==> config.mk <==
export PLATFORM = sky130hd
export DESIGN_NAME = div4_seq_ctrl
export DESIGN_NICKNAME = d
export VERILOG_FILES = /design/src/rtl/div4_pkg.sv /design/src/rtl/addSub4bit.sv /design/src/rtl/div4_seq_ctrl.sv
export SDC_FILE = /design/constraint.sdc
export NUM_CORES = 1
export LEC_CHECK = 0
export ABC_AREA = 1
export BUFFER_PORTS_ARGS = -buffer_cell sky130_fd_sc_hd__buf_2
export CORE_ASPECT_RATIO = 1.2
export CORE_UTILIZATION = 45
export DETAILED_ROUTE_END_ITERATION = 8
export GPL_TIMING_DRIVEN = 1
export PLACE_DENSITY = 0.67
export SYNTH_ARGS = -nofsm -noshare
export SYNTH_HDL_FRONTEND = slang
export SYNTH_SLANG_ARGS = --single-unit
export TNS_END_PERCENT = 5
==> constraint.sdc <==
create_clock -name clk -period 4.22 [get_ports clk]
set_clock_uncertainty 0.05 [all_clocks]
set_input_delay 0.422 -clock clk [delete_from_list [all_inputs] [get_ports clk]]
set_output_delay 0.422 -clock clk [all_outputs]
set_load 0.005 [all_outputs]
==> src/rtl/div4_pkg.sv <==
// Shared definitions for the 4-bit sequential restoring divider.
// The states, the width and iteration constants and the result reset values
// live here so the controller and the datapath agree on them.
package div4_pkg;

  localparam int DIV4_W    = 4;
  localparam int DIV4_ITER = 4;

  // Step counter value of the last RUN iteration.
  localparam logic [1:0] CNT_LAST = 2'(DIV4_ITER - 1);

  // Values the quotient and remainder registers take in reset.
  localparam logic [DIV4_W-1:0] QUOT_RST = '0;
  localparam logic [DIV4_W-1:0] REM_RST  = '0;

  typedef enum logic [1:0] {
    IDLE = 2'd0,
    RUN  = 2'd1,
    DONE = 2'd2
  } div4_state_e;

endpackage

==> src/rtl/addSub4bit.sv <==
// Shared 4-bit adder/subtractor datapath.
// op = 0: sum = a + b.  op = 1: sum = a - b, computed as a + ~b + 1.
// When subtracting, cout = 1 means no borrow (a >= b).
module addSub4bit
  import div4_pkg::*;
(
  input  logic [DIV4_W-1:0] a,
  input  logic [DIV4_W-1:0] b,
  input  logic              op,
  output logic [DIV4_W-1:0] sum,
  output logic              cout
);

  logic [DIV4_W-1:0] b_x;

  // Invert b for subtraction; op also supplies the +1 carry-in.
  assign b_x = b ^ {DIV4_W{op}};

  // One wide add yields both the 4-bit result and its carry-out.
  assign {cout, sum} = {1'b0, a} + {1'b0, b_x} + {{DIV4_W{1'b0}}, op};

endmodule

==> src/rtl/div4_seq_ctrl.sv <==
// Sequencing controller for a 4-bit unsigned restoring divider built on the
// shared addSub4bit datapath: one trial subtraction per clock, four
// iterations, start/done handshake toward the requester.
//
// Optional feature, macro DIV4_ZERO_CHECK_EN:
//   defined   - a zero divisor skips the iterations, reports done one cycle
//               after acceptance and raises div_zero.
//   undefined - a zero divisor runs the normal four iterations (same
//               quotient/remainder values) and div_zero is tied low.
module div4_seq_ctrl
  import div4_pkg::*;
(
  input  logic              clk,
  input  logic              rst_n,
  input  logic              start,
  input  logic [DIV4_W-1:0] dividend,
  input  logic [DIV4_W-1:0] divisor,
  output logic              busy,
  output logic              done,
  output logic [DIV4_W-1:0] quotient,
  output logic [DIV4_W-1:0] remainder,
  output logic              div_zero
);

  div4_state_e       state_q, state_d;
  logic [DIV4_W-1:0] a_q, a_d;       // partial remainder
  logic [DIV4_W-1:0] q_q, q_d;       // dividend bits shifting into quotient
  logic [DIV4_W-1:0] m_q, m_d;       // divisor
  logic [1:0]        cnt_q, cnt_d;   // iteration counter
  logic              busy_q, busy_d;
  logic              done_q, done_d;
  logic [DIV4_W-1:0] quot_q, quot_d;
  logic [DIV4_W-1:0] rem_q, rem_d;
`ifdef DIV4_ZERO_CHECK_EN
  logic              dz_q, dz_d;
`endif

  // One restoring step: shift {A,Q} left, try A - M, keep or restore.
  logic              msb;
  logic [DIV4_W-1:0] sh_a;
  logic [DIV4_W-1:0] diff;
  logic              cout;
  logic              success;
  logic [DIV4_W-1:0] next_a;
  logic [DIV4_W-1:0] next_q;

  assign msb  = a_q[DIV4_W-1];
  assign sh_a = {a_q[DIV4_W-2:0], q_q[DIV4_W-1]};

  addSub4bit u_addsub (
    .a    (sh_a),
    .b    (m_q),
    .op   (1'b1),
    .sum  (diff),
    .cout (cout)
  );

  // A set msb means the shifted remainder is at least 16 > M, so the
  // subtraction always succeeds; the 4-bit diff is still exact then.
  assign success = msb | cout;
  assign next_a  = success ? diff : sh_a;
  assign next_q  = {q_q[DIV4_W-2:0], success};

  // Next-state and next-register computation for the whole controller.
  always_comb begin
    // NOTE: every signal written here gets a default first so no path leaves
    // it unassigned; a missing default would infer a latch.
    state_d = state_q;
    a_d     = a_q;
    q_d     = q_q;
    m_d     = m_q;
    cnt_d   = cnt_q;
    busy_d  = busy_q;
    done_d  = 1'b0;
    quot_d  = quot_q;
    rem_d   = rem_q;
`ifdef DIV4_ZERO_CHECK_EN
    dz_d    = dz_q;
`endif

    case (state_q)
      IDLE, DONE: begin
        busy_d = 1'b0;
        if (start) begin
          a_d   = '0;
          q_d   = dividend;
          m_d   = divisor;
          cnt_d = '0;
`ifdef DIV4_ZERO_CHECK_EN
          dz_d  = 1'b0;
          if (divisor == '0) begin
            // Short-cut: report the algorithm's own zero-divisor answer.
            state_d = DONE;
            done_d  = 1'b1;
            quot_d  = '1;
            rem_d   = dividend;
            dz_d    = 1'b1;
          end else begin
            state_d = RUN;
            busy_d  = 1'b1;
          end
`else
          state_d = RUN;
          busy_d  = 1'b1;
`endif
        end else begin
          state_d = IDLE;
        end
      end

      RUN: begin
        // start and the operand inputs are deliberately not looked at here.
        a_d   = next_a;
        q_d   = next_q;
        cnt_d = cnt_q + 2'd1;
        if (cnt_q == CNT_LAST) begin
          state_d = DONE;
          busy_d  = 1'b0;
          done_d  = 1'b1;
          quot_d  = next_q;
          rem_d   = next_a;
        end
      end

      default: begin
        state_d = IDLE;
        busy_d  = 1'b0;
      end
    endcase
  end

  // State and output registers with synchronous active-low reset.
  always_ff @(posedge clk) begin
    // NOTE: sequential state uses non-blocking assignments so every flop
    // samples the pre-edge values regardless of statement order.
    if (!rst_n) begin
      state_q <= IDLE;
      a_q     <= '0;
      q_q     <= '0;
      m_q     <= '0;
      cnt_q   <= '0;
      busy_q  <= 1'b0;
      done_q  <= 1'b0;
      quot_q  <= QUOT_RST;
      rem_q   <= REM_RST;
`ifdef DIV4_ZERO_CHECK_EN
      dz_q    <= 1'b0;
`endif
    end else begin
      state_q <= state_d;
      a_q     <= a_d;
      q_q     <= q_d;
      m_q     <= m_d;
      cnt_q   <= cnt_d;
      busy_q  <= busy_d;
      done_q  <= done_d;
      quot_q  <= quot_d;
      rem_q   <= rem_d;
`ifdef DIV4_ZERO_CHECK_EN
      dz_q    <= dz_d;
`endif
    end
  end

  assign busy      = busy_q;
  assign done      = done_q;
  assign quotient  = quot_q;
  assign remainder = rem_q;
`ifdef DIV4_ZERO_CHECK_EN
  assign div_zero  = dz_q;
`else
  assign div_zero  = 1'b0;
`endif

endmodule

==> flow_summary.toml <==
[logic_synthesis]
yosysUniqueCellTypes = 26
synthXorXnorAreaFrac = 0
postSynth.asyncResetShare = 0
seq_area_frac_synth = 0.446
yosys.area_share.simple = 0.206
synth_fp_nets = 165
synth_edf_count = 0
synthAdderAreaFrac = 0.0707
netlist_area_um2 = 1170
ys_ff_latch = 26
postSynthAreaPerCell_um2 = 7.89
yosys_warnings = 0
synth_top_family_by_area = "simple AND/OR/NAND/NOR gates"
syn_inst = 148
synth.mux.area_fraction = 0
ys.flop_type = "dfxtp_1"
synth_compound_area_frac = 0.180

[timing]
fin_tns_setup_ns = 0
clock.fmax_ghz = 0.547
rsz0062_at_grt = "no"
setup_viol = 0
postLayoutSetupSlackWorst_ns = 2.39
slew_viol_final = 0
hold_ws_ns = 0.256
fin_crit_sh = 0.433
hold_viol = 0
min_period_ns = 1.83

[flow_run]
maxCapViolCount = 0

[clock_network]
clk_pin_slew_ns = 0.15
cts_buffers = 3
cts_root_buf = "clkbuf_4"
cts_resized = 0
cts_htree_levels = 1
clockBufferDepth = 2
cts_sinks = 26
clk_latency_ns = 0.33
post_cts_buffers = 0
cts_tree = "done"
hold_buffers = 0

[power]
powerDensity_nw_per_um2 = 419
p_sw_frac = 0.289
ir_worst_vdd_uv = 244
p_seq_frac = 0.484
p_int_w = 0.000396
p_comb_frac = 0.206
total_leakage_power_nw = 0.639
total_power_w = 0.000557
clkPwrFrac = 0.310
p_sw_w = 0.000161

[global_route]
grt_overflow_total = 0
grt_pass1_vias = 1040
grt_pass1_wl_mm = 4.27
antenna_found_initial = 0
grt_max_degree = 16
track_usage = 0.199

[setup_path]
cp-end-kind = "register"
crit_arrival_ns = 2.06
critPathKind = "reg -> reg"
startpoint = "q_q[3]$_SDFFE_PN0P_"
r2r-start = "q_q[3]$_SDFFE_PN0P_"
crit_path_max_fanout = 10
required_ns = 4.45
start_kind = "register"
critical_path.endpoint = "a_q[2]$_SDFFE_PN0P_"
r2r-end = "a_q[2]$_SDFFE_PN0P_"
rr_worst_depth = 13
reg2reg_setup_slack_ns = 2.39

[detailed_routing]
post_drt_wl_per_cell_um = 12.0
drt_drc_violations_left = 0
dr.pass1.iters = 4
drt_wl_total_mm = 2.38
drtAntennaViolNets = 0
drt_iter0_markers = 6
num_vias = 1013
viasPerCell = 5.12

[layout]
fillers = 247
nets = 185
seqCellArea_um2 = 520
mostFrequentLayoutCells = "32 x nand2_1, 26 x dfxtp_1, 20 x buf_2, 17 x inv_1, 13 x a21oi_1"
fin_util = 0.559
num_antenna_cells = 0
drive_gt1_frac = 0.216
multi_input_area_um2 = 537
syn_to_final_growth_pct = 13.9
final_common_cell = "nand2_1"

[placed_design]
dp_hpwl_mm = 1.77
gp_congestion = 0.907
portBuffers = 20
dp_worst_setup_slack_ns = 2.44

[floorplan]
dieHeight_um = 57.8
num_rows = 19
core_um2 = 2380
num_io_pins = 22
initial_core_util = 0.491
die_x_um = 48.5
dieArea_um2 = 2800

[min_path]
hp-class = "in -> reg"

[status]
outcome = "finished clean"
state kept, by name (all words and copies together) (netlist names):
name / flops
remainder: 4
cnt_q: 2
busy: 1
quotient: 4
m_q: 4
q_q: 4
done: 1
state_q: 2
a_q: 4
cell families (layout without fill, tap and decap cells):
family	count (synthesis)	in the layout
other	1	1
buffers and inverters	26	45
and+or+nand+nor	54	54
adders and majority gates	6	6
AOI/OAI and AO/OA	35	35
DFF	26	26
cell type report:
cell class / count / share of cell area
Clock buffer: 3 / 0.0169
Clock inverter: 1 / 0.0226
Inverter: 21 / 0.0611
Multi-Input combinational cell: 96 / 0.404
Sequential cell: 26 / 0.391
Tap cell: 31 / 0.0292
Timing Repair Buffer: 20 / 0.0753
metrics by stage:
step,area [um2],instances
finish,1330,198
global route,1330,198
detailed placement,1280,194
global placement,1280,194
CTS,1330,198
floorplan,1170,148
layer usage:
| metal | global-route usage | share of wire | up-vias |
|---|---|---|---|
| met1 | 0.219 | 0.45 | 468 |
| met3 | 0.0184 | 0.030 | 4 |
| met5 | 0 | 0 | - |
| li1 | - | - | 521 |
| met2 | 0.356 | 0.50 | 20 |
| met4 | 0.151 | 0.018 | 0 |
power groups by stage:
stage	logic (W)	registers [W]	clock network, W
floorplan	0.0000897	0.000273	0
global placement	0.000107	0.000275	0
detailed placement	0.000113	0.000275	0
CTS	0.000114	0.000270	0.000177
global route	0.000133	0.000272	0.000186
finish	0.000115	0.000270	0.000173
worst max-delay path, cell delays in order, from the launching register on:
cell and delay, ns:
dfxtp_1 0.35, inv_1 0.09, ha_1 0.15, inv_1 0.05, fa_1 0.37, nand2_1 0.10
nand2_1 0.07, nand2_2 0.07, nand2_4 0.09, inv_2 0.09, nand2_1 0.06, nand2_1 0.08
nand2_1 0.06, a21oi_2 0.11
cell usage after synthesis (2+ instances only):
cell	n	share of area
o221ai_1	2	0.015
nor3_1	2	0.0086
o21a_1	2	0.013
nor2_1	6	0.019
inv_2	3	0.0096
o21ai_0	12	0.051
o211ai_1	2	0.013
inv_1	17	0.055
buf_4	2	0.013
nand2_1	32	0.10
dfxtp_1	26	0.45
nand2_2	3	0.016
ha_1	5	0.054
nand3_1	8	0.034
nand2_4	2	0.019
buf_2	2	0.0086
a21oi_1	13	0.056
how the worst min path moves through the flow:
stage                                  endpoint             startpoint  slack (ns)  cells after the start
after detailed placement      busy$_SDFFE_PN0P_      busy$_SDFFE_PN0P_        0.40                      2
after global placement        busy$_SDFFE_PN0P_      busy$_SDFFE_PN0P_        0.40                      2
after floorplan           cnt_q[0]$_SDFFE_PN0P_  cnt_q[0]$_SDFFE_PN0P_        0.38                      1
after CTS                   q_q[1]$_SDFFE_PN0P_            dividend[1]        0.25                      3
after global routing        q_q[2]$_SDFFE_PN0P_            dividend[2]        0.28                      3
final                       q_q[1]$_SDFFE_PN0P_            dividend[1]        0.26                      3
(Power assumes the default switching activity.)
